<file path="src/rtl/sequential_capture_if.sv">
// Bundle of the serial-in / parallel-out handshake signals of sequential_capture.
// The slave side is the receiver; the master side is the source plus consumer.
interface sequential_capture_if #(
    parameter int unsigned WIDTH = 8
);
    localparam int unsigned CW = (WIDTH > 1) ? $clog2(WIDTH) : 1;

    logic             start;
    logic             in;
    logic             abort;
    logic             clr_ovr;
    logic             ready_in;
    logic [WIDTH-1:0] data_out;
    logic             valid_out;
    logic             busy;
    logic [CW-1:0]    bit_cnt;
    logic             overrun;

    modport master (
        output start, in, abort, clr_ovr, ready_in,
        input  data_out, valid_out, busy, bit_cnt, overrun
    );

    modport slave (
        input  start, in, abort, clr_ovr, ready_in,
        output data_out, valid_out, busy, bit_cnt, overrun
    );
endinterface

</file>
<file path="src/rtl/sequential_capture.sv">
// Serial-to-parallel receiver: collects WIDTH bits on start-qualified edges and
// offers each completed word on a registered valid/ready output with sticky overrun.
module sequential_capture #(
    parameter int unsigned WIDTH     = 8,
    parameter bit          MSB_FIRST = 1'b1
) (
    input  logic                 clk,
    input  logic                 master_rst_n,
    sequential_capture_if.slave  bus
);
    localparam int unsigned CW = (WIDTH > 1) ? $clog2(WIDTH) : 1;

    typedef enum logic {
        EMPTY = 1'b0,
        FULL  = 1'b1
    } ostate_t;

    ostate_t          state_q, state_d;
    logic [WIDTH-1:0] shift_q, shift_d;
    logic [WIDTH-1:0] data_q, data_d;
    logic [CW-1:0]    cnt_q, cnt_d;
    logic             busy_q, busy_d;
    logic             ovr_q, ovr_d;
    logic [WIDTH-1:0] word;
    logic             word_done;
    logic             transfer;
    logic [CW-1:0]    pos;

    // State register
    always_ff @(posedge clk) begin
        if (!master_rst_n) begin
            state_q <= EMPTY;
            shift_q <= '0;
            data_q  <= '0;
            cnt_q   <= '0;
            busy_q  <= 1'b0;
            ovr_q   <= 1'b0;
        end else begin
            state_q <= state_d;
            shift_q <= shift_d;
            data_q  <= data_d;
            cnt_q   <= cnt_d;
            busy_q  <= busy_d;
            ovr_q   <= ovr_d;
        end
    end

    assign transfer = (state_q == FULL) && bus.ready_in;

    // Output-register occupancy
    always_comb begin
        state_d = state_q;
        if (word_done) begin
            state_d = FULL;
        end else if (transfer) begin
            state_d = EMPTY;
        end
    end

    // Bit assembly, word delivery and overrun tracking
    always_comb begin
        shift_d   = shift_q;
        cnt_d     = cnt_q;
        data_d    = data_q;
        ovr_d     = ovr_q;
        word      = '0;
        word_done = 1'b0;
        pos       = MSB_FIRST ? (CW'(WIDTH - 1) - cnt_q) : cnt_q;

        if (bus.abort) begin
            shift_d = '0;
            cnt_d   = '0;
        end else if (bus.start) begin
            shift_d[pos] = bus.in;
            if (cnt_q == CW'(WIDTH - 1)) begin
                word      = shift_d;
                word_done = 1'b1;
                shift_d   = '0;
                cnt_d     = '0;
            end else begin
                cnt_d = cnt_q + CW'(1);
            end
        end

        if (bus.clr_ovr) begin
            ovr_d = 1'b0;
        end
        // A finished word is only kept if the output slot is free or being drained now
        if (word_done) begin
            if ((state_q == EMPTY) || transfer) begin
                data_d = word;
            end else begin
                ovr_d = 1'b1;
            end
        end

        busy_d = (cnt_d != '0);
    end

    assign bus.data_out  = data_q;
    assign bus.valid_out = (state_q == FULL);
    assign bus.busy      = busy_q;
    assign bus.bit_cnt   = cnt_q;
    assign bus.overrun   = ovr_q;
endmodule
</file>
<file path="src/flat_wrapper.sv">
// flat-port wrapper written by rule: the top's interface ports become plain ports
module sequential_capture_flat 
#(
    parameter int unsigned WIDTH     = 8,
    parameter bit          MSB_FIRST = 1'b1
)
  (clk, master_rst_n, bus_start, bus_in, bus_abort, bus_clr_ovr, bus_ready_in, bus_data_out, bus_valid_out, bus_busy, bus_bit_cnt, bus_overrun);
  sequential_capture_if #(.WIDTH(WIDTH)) bus_i ();
  input  logic clk;
  input  logic master_rst_n;
  input wire logic [$bits(bus_i.start)-1:0] bus_start;
  input wire logic [$bits(bus_i.in)-1:0] bus_in;
  input wire logic [$bits(bus_i.abort)-1:0] bus_abort;
  input wire logic [$bits(bus_i.clr_ovr)-1:0] bus_clr_ovr;
  input wire logic [$bits(bus_i.ready_in)-1:0] bus_ready_in;
  output wire logic [$bits(bus_i.data_out)-1:0] bus_data_out;
  output wire logic [$bits(bus_i.valid_out)-1:0] bus_valid_out;
  output wire logic [$bits(bus_i.busy)-1:0] bus_busy;
  output wire logic [$bits(bus_i.bit_cnt)-1:0] bus_bit_cnt;
  output wire logic [$bits(bus_i.overrun)-1:0] bus_overrun;
  assign bus_i.start = bus_start;
  assign bus_i.in = bus_in;
  assign bus_i.abort = bus_abort;
  assign bus_i.clr_ovr = bus_clr_ovr;
  assign bus_i.ready_in = bus_ready_in;
  assign bus_data_out = bus_i.data_out;
  assign bus_valid_out = bus_i.valid_out;
  assign bus_busy = bus_i.busy;
  assign bus_bit_cnt = bus_i.bit_cnt;
  assign bus_overrun = bus_i.overrun;
  sequential_capture #(.WIDTH(WIDTH), .MSB_FIRST(MSB_FIRST)) u_core (.clk(clk), .master_rst_n(master_rst_n), .bus(bus_i));
endmodule
</file>
<file path="config.mk">
export PLATFORM = sky130hd
export DESIGN_NAME = sequential_capture_flat
export DESIGN_NICKNAME = d
export VERILOG_FILES = /design/src/rtl/sequential_capture_if.sv /design/src/rtl/sequential_capture.sv /design/src/flat_wrapper.sv
export SDC_FILE = /design/constraint.sdc
export NUM_CORES = 1
export LEC_CHECK = 0
export CAP_MARGIN = 10
export CORE_MARGIN = 2
export CORE_UTILIZATION = 50
export DETAILED_ROUTE_END_ITERATION = 6
export PLACE_DENSITY = 0.77
export SLEW_MARGIN = 20
export SYNTH_ARGS = -nofsm -noshare
export SYNTH_HDL_FRONTEND = slang
export SYNTH_SLANG_ARGS = --single-unit
</file>
<file path="constraint.sdc">
create_clock -name clk -period 4.1 [get_ports clk]
set_input_delay 1.23 -clock clk [delete_from_list [all_inputs] [get_ports clk]]
set_output_delay 1.23 -clock clk [all_outputs]
set_load 0.05 [all_outputs]
</file>
==> flow_summary.ini, run 1 <==
[finish]
diodes = 0
nNetsFinal = 134
final_common_cell = dfxtp_1
drive_above_1_share = 0.195
layout_common_cells = dfxtp_1 (22), clkdlybuf4s50_1 (20), mux2i_1 (11), a21oi_1 (9)
syn_to_final_growth_pct = 18.7

[floorplanning]
core.rowCount = 16
chipHeight_um = 50.7
dieArea_um2 = 2570
fp.dieW_um = 50.7
design.core.area_um2 = 2000
initial_core_util = 0.544
pin_count = 21

[setup_path]
cp_slowest_cell = clkdlybuf4s50_1
cp_max_fo = 12
startpoint_type = flip-flop
slowest_delay_ns = 0.88
cp_cell_sequence = clkdlybuf4s50_1
worst_setup_path_end_kind = output port
crit_arrival_ns = 1.78
required_ns = 2.87
critPathBufInv = 1
critPathKind = flip-flop to output port
cp_top_family = buffers and inverters

[power_and_ir_drop]
p_per_area_nw_per_um2 = 267
peakVddDrop_mv = 0.195
power_uw = 346
p_leak_nw = 0.492

[clock_network]
cts_buffer_depth = 2
cts-root-buf = clkbuf_4
clk_pin_slew_ns = 0.12
clock_sinks = 22
cts_hold_buf = 0
cts_tree = built
clk-insertion-delay-late_ns = 0.31
postCtsSetupBuffers = 0
cts_buffers = 3
htreeDepth = 1
cts_resized = 0

[synthesis]
syn_avg_cell_area_um2 = 10.1
syn_inst = 108
ys_types = 28
syn_area_um2 = 1090
synth_warnings = 0
syn_nets = 117
synth_seq_area_share = 0.404
ys_ff_latch = 22

[routing]
dr_total_vias = 878
drt_iter0_drc = 7
wl_mm = 2.11
postRouteAntennaNets = 0
dr.pass1.iters = 4
via_per_inst = 5.85
wl_per_cell_um = 14.0
drcViolationCount = 0

[global_routing]
antenna_found_initial = 0
grt_pass1_vias = 805
grt_usage = 0.184
grt_max_degree = 17
gr-total-overflow = 0
grt_pass1_wl_mm = 3.57

[sta]
max_freq_mhz = 333
report.final.slew_viol_count = 0
slew_headroom = 0.671
rsz0062_at_grt = false
period_minus_slack_ns = 3.01
final.setup_skew_ns = 0.00487
setup_viol = 0
setup_tns_ns = 0
tightestPinTransition_ns = 0.492
timing.final.crit_share = 0.733
hold_viol = 0

[flow_run]
cap_violations = 0

[placement]
place.gp.congestion = 0.735
portBuffers = 20
dp_hpwl_mm = 1.51

[outcome]
status = complete, no violations

[min_path]
hold_path.class = flip-flop to flip-flop
-- worst paths after layout --
check | startpoint | end | slack (ns) | depth (start not counted)
worst max-delay path | u_core.bus.bit_cnt[0]$_SDFF_PN0_ | bus_bit_cnt[0] | 1.09 | 1
worst min-delay path | u_core.shift_q[6]$_SDFFE_PP0P_ | u_core.shift_q[6]$_SDFFE_PP0P_ | 0.50 | 1
worst max register to register | u_core.bus.bit_cnt[0]$_SDFF_PN0_ | u_core.bus.data_out[1]$_SDFFE_PN0P_ | 2.07 | 5
worst min register to register | u_core.shift_q[6]$_SDFFE_PP0P_ | u_core.shift_q[6]$_SDFFE_PP0P_ | 0.50 | 1
-- registers in the layout (all words and copies together), names as in the netlist --
name,count
u_core.bus.data_out,8
u_core.shift_q,8
u_core.bus.valid_out,1
u_core.bus.bit_cnt,3
u_core.bus.busy,1
u_core.bus.overrun,1
-- cell type report --
class | count | area (µm²)
Inverter | 2 | 7.51
Fill cell | 178 | 708
Clock buffer | 3 | 22.5
Timing Repair Buffer | 20 | 200
Multi-Input combinational cell | 76 | 589
Sequential cell | 22 | 440
Tap cell | 27 | 33.8
-- synthesized netlist by cell type --
cell type	n	area (µm²)
a21oi_1	9	45.0
buf_4	1	7.51
dfxtp_1	22	440
and3b_1	2	17.5
clkinv_1	1	3.75
nor2_1	4	15.0
a31oi_1	1	6.26
ha_1	2	25.0
a31o_2	8	70.1
and2_4	1	8.76
and3b_2	3	30.0
a211oi_1	5	37.5
clkbuf_1	2	7.51
nor3b_2	3	37.5
and2b_1	1	7.51
and3_1	7	43.8
a211oi_2	3	37.5
o22ai_1	1	6.26
mux2i_1	11	110
and3_2	2	15.0
nand2b_1	2	12.5
buf_6	2	22.5
nor3_2	1	10.0
o21ai_0	8	40.0
buf_2	3	15.0
and2_1	1	6.26
inv_1	1	3.75
nand3b_1	1	7.51
-- power breakdown --
group	internal [mW]	total (mW)	switching, mW	leakage, nW
clock network	0.0344	0.0979	0.0635	0.0138
logic	0.0130	0.0302	0.0173	0.301
registers	0.215	0.218	0.00239	0.178
-- per-stage QoR --
step / cells / hold WS [ns] / setup slack (ns) / util / cell area (µm²)
4_1_cts: 150 / 0.502 / 1.09 / 0.646 / 1290
2_1_floorplan: 108 / 0.459 / 2.02 / - / 1090
6_report: 150 / 0.497 / 1.09 / 0.646 / 1290
3_3_place_gp: 147 / 0.465 / 1.26 / 0.635 / 1270
5_1_grt: 150 / 0.510 / 1.04 / 0.646 / 1290
3_5_place_dp: 147 / 0.477 / 1.23 / 0.635 / 1270
-- cell families (layout without fill, tap and decap cells) --
group,Yosys count,after routing,share of synthesized area
and+or+nand+nor,28,28,0.194
adders and majority gates,2,2,0.0230
buffers and inverters,10,25,0.0551
DFF,22,22,0.404
AOI/OAI and AO/OA,35,35,0.223
muxes,11,11,0.101
-- metal layers --
metal,wire length (µm),GRT usage,vias up,part of all wire
met5,0,0,-,0
met4,47,0.108,0,0.022
met3,55,0.0298,5,0.026
met2,982,0.292,13,0.47
met1,1020,0.233,426,0.49
li1,-,-,434,-
(Power assumes the default switching activity.)
==> run 2: changes to the inputs <==
==> constraint.sdc (replaced) <==
create_clock -name clk -period 3 [get_ports clk]
set_input_delay 0.9 -clock clk [delete_from_list [all_inputs] [get_ports clk]]
set_output_delay 0.9 -clock clk [all_outputs]
set_load 0.05 [all_outputs]
==> flow_summary.ini, run 2 (same netlist as run 1, synthesis figures left out) <==
[finish]
layout_common_cells = dfxtp_1 (22), clkdlybuf4s50_1 (20), mux2i_1 (11), a21oi_1 (9)
diodes = 0
syn_to_final_growth_pct = 22.2
final_common_cell = dfxtp_1
fillCellCount = 168
drive_above_1_share = 0.208
nNetsFinal = 135

[floorplanning]
dieArea_um2 = 2570
initial_core_util = 0.544
chipHeight_um = 50.7
core.rowCount = 16
design.core.area_um2 = 2000
pin_count = 21
fp.dieW_um = 50.7

[setup_path]
worstReg2RegStart = u_core.bus.bit_cnt[0]$_SDFF_PN0_
critPathKind = flip-flop to output port
cp_slowest_cell = clkdlybuf4s50_1
worst_setup_path_end_kind = output port
startpoint_type = flip-flop
cp_max_fo = 12
slowest_delay_ns = 0.90
required_ns = 2.10
crit_start = u_core.bus.bit_cnt[0]$_SDFF_PN0_
cp_cell_sequence = clkdlybuf4s50_1
cp_top_family = buffers and inverters
crit_arrival_ns = 1.79
critPathBufInv = 1

[power_and_ir_drop]
peakVddDrop_mv = 0.341
p_leak_nw = 0.511
p_per_area_nw_per_um2 = 423
power_uw = 563

[min_path]
hold_path.class = flip-flop to flip-flop
hold_start = u_core.shift_q[6]$_SDFFE_PP0P_

[sta]
final.setup_skew_ns = 0.00497
report.final.slew_viol_count = 0
setup_viol = 0
setup_tns_ns = 0
hold_viol = 0
timing.final.crit_share = 0.895
period_minus_slack_ns = 2.69
slew_headroom = 0.655
max_freq_mhz = 372
rsz0062_at_grt = false
tightestPinTransition_ns = 0.517

[placement]
dp_hpwl_mm = 1.52
place.gp.congestion = 0.826
portBuffers = 20

[clock_network]
cts_buffers = 3
cts_resized = 0
cts_hold_buf = 0
clk-insertion-delay-late_ns = 0.30
cts-root-buf = clkbuf_4
cts_buffer_depth = 2
postCtsSetupBuffers = 0
clock_sinks = 22
cts_tree = built
clk_pin_slew_ns = 0.12
htreeDepth = 1

[routing]
via_per_inst = 5.73
drcViolationCount = 0
dr.pass1.iters = 4
drt_iter0_drc = 15
postRouteAntennaNets = 0
wl_per_cell_um = 14.1
dr_total_vias = 871
wl_mm = 2.15

[global_routing]
grt_max_degree = 17
antenna_found_initial = 0
grt_pass1_wl_mm = 3.70
grt_pass1_vias = 813
grt_usage = 0.188
gr-total-overflow = 0

[outcome]
status = complete, no violations

[flow_run]
cap_violations = 0
-- run 2: cell types whose count changed in the layout (fill, tap and decap cells not counted), sizes merged --
cell and change:
buf +1, bufinv +1
-- run 2: path summary, 6_finish.rpt --
kind	endpoint	slack [ns]	depth (start not counted)
worst min register to register	u_core.shift_q[6]$_SDFFE_PP0P_	0.50	1
worst min-delay path	u_core.shift_q[6]$_SDFFE_PP0P_	0.50	1
worst max-delay path	bus_bit_cnt[0]	0.31	1
worst max register to register	u_core.bus.data_out[6]$_SDFFE_PN0P_	0.96	5
-- run 2: area by class of cell --
cell class / instances / area (µm²) / area share
repair buffers: 21 / 208 / 0.156
well taps: 27 / 33.8 / 0.0254
inverters: 2 / 7.51 / 0.00564
clock inverters: 1 / 30.0 / 0.0226
clock buffers: 3 / 22.5 / 0.0169
flip-flops and latches: 22 / 440 / 0.331
multi-input cells: 76 / 589 / 0.443
-- run 2: where the power goes --
group          internal [mW]  switching (mW)
sequential             0.294         0.00325
combinational         0.0185          0.0239
clock                  0.135          0.0883
total                  0.448           0.115
-- run 2: layer usage --
metal  global-route usage  up-vias  share of wire
met4               0.0541        0          0.015
met1                0.253      406           0.46
met2                0.311       24           0.48
li1                     -      437              -
met5                    0        -              0
met3               0.0298        4          0.042
-- run 2: metrics by stage --
step,setup WS [ns],cells,instance area [µm²],utilization,hold slack [ns]
6_report,0.314,152,1330,0.665,0.498
4_1_cts,0.303,152,1330,0.665,0.503
3_5_place_dp,0.667,148,1280,0.639,0.473
3_3_place_gp,0.712,148,1280,0.639,0.471
2_1_floorplan,1.09,108,1090,-,0.459
5_1_grt,0.247,152,1330,0.665,0.516
==> run 3: changes to the inputs <==
--- a/config.mk
+++ b/config.mk
@@ -10,7 +10,6 @@
 export CORE_UTILIZATION = 50
 export DETAILED_ROUTE_END_ITERATION = 6
 export PLACE_DENSITY = 0.77
-export SLEW_MARGIN = 20
 export SYNTH_ARGS = -nofsm -noshare
 export SYNTH_HDL_FRONTEND = slang
 export SYNTH_SLANG_ARGS = --single-unit
==> results of run 3 <==
The final DEF is identical to that of run 2; final timing and power are the same.
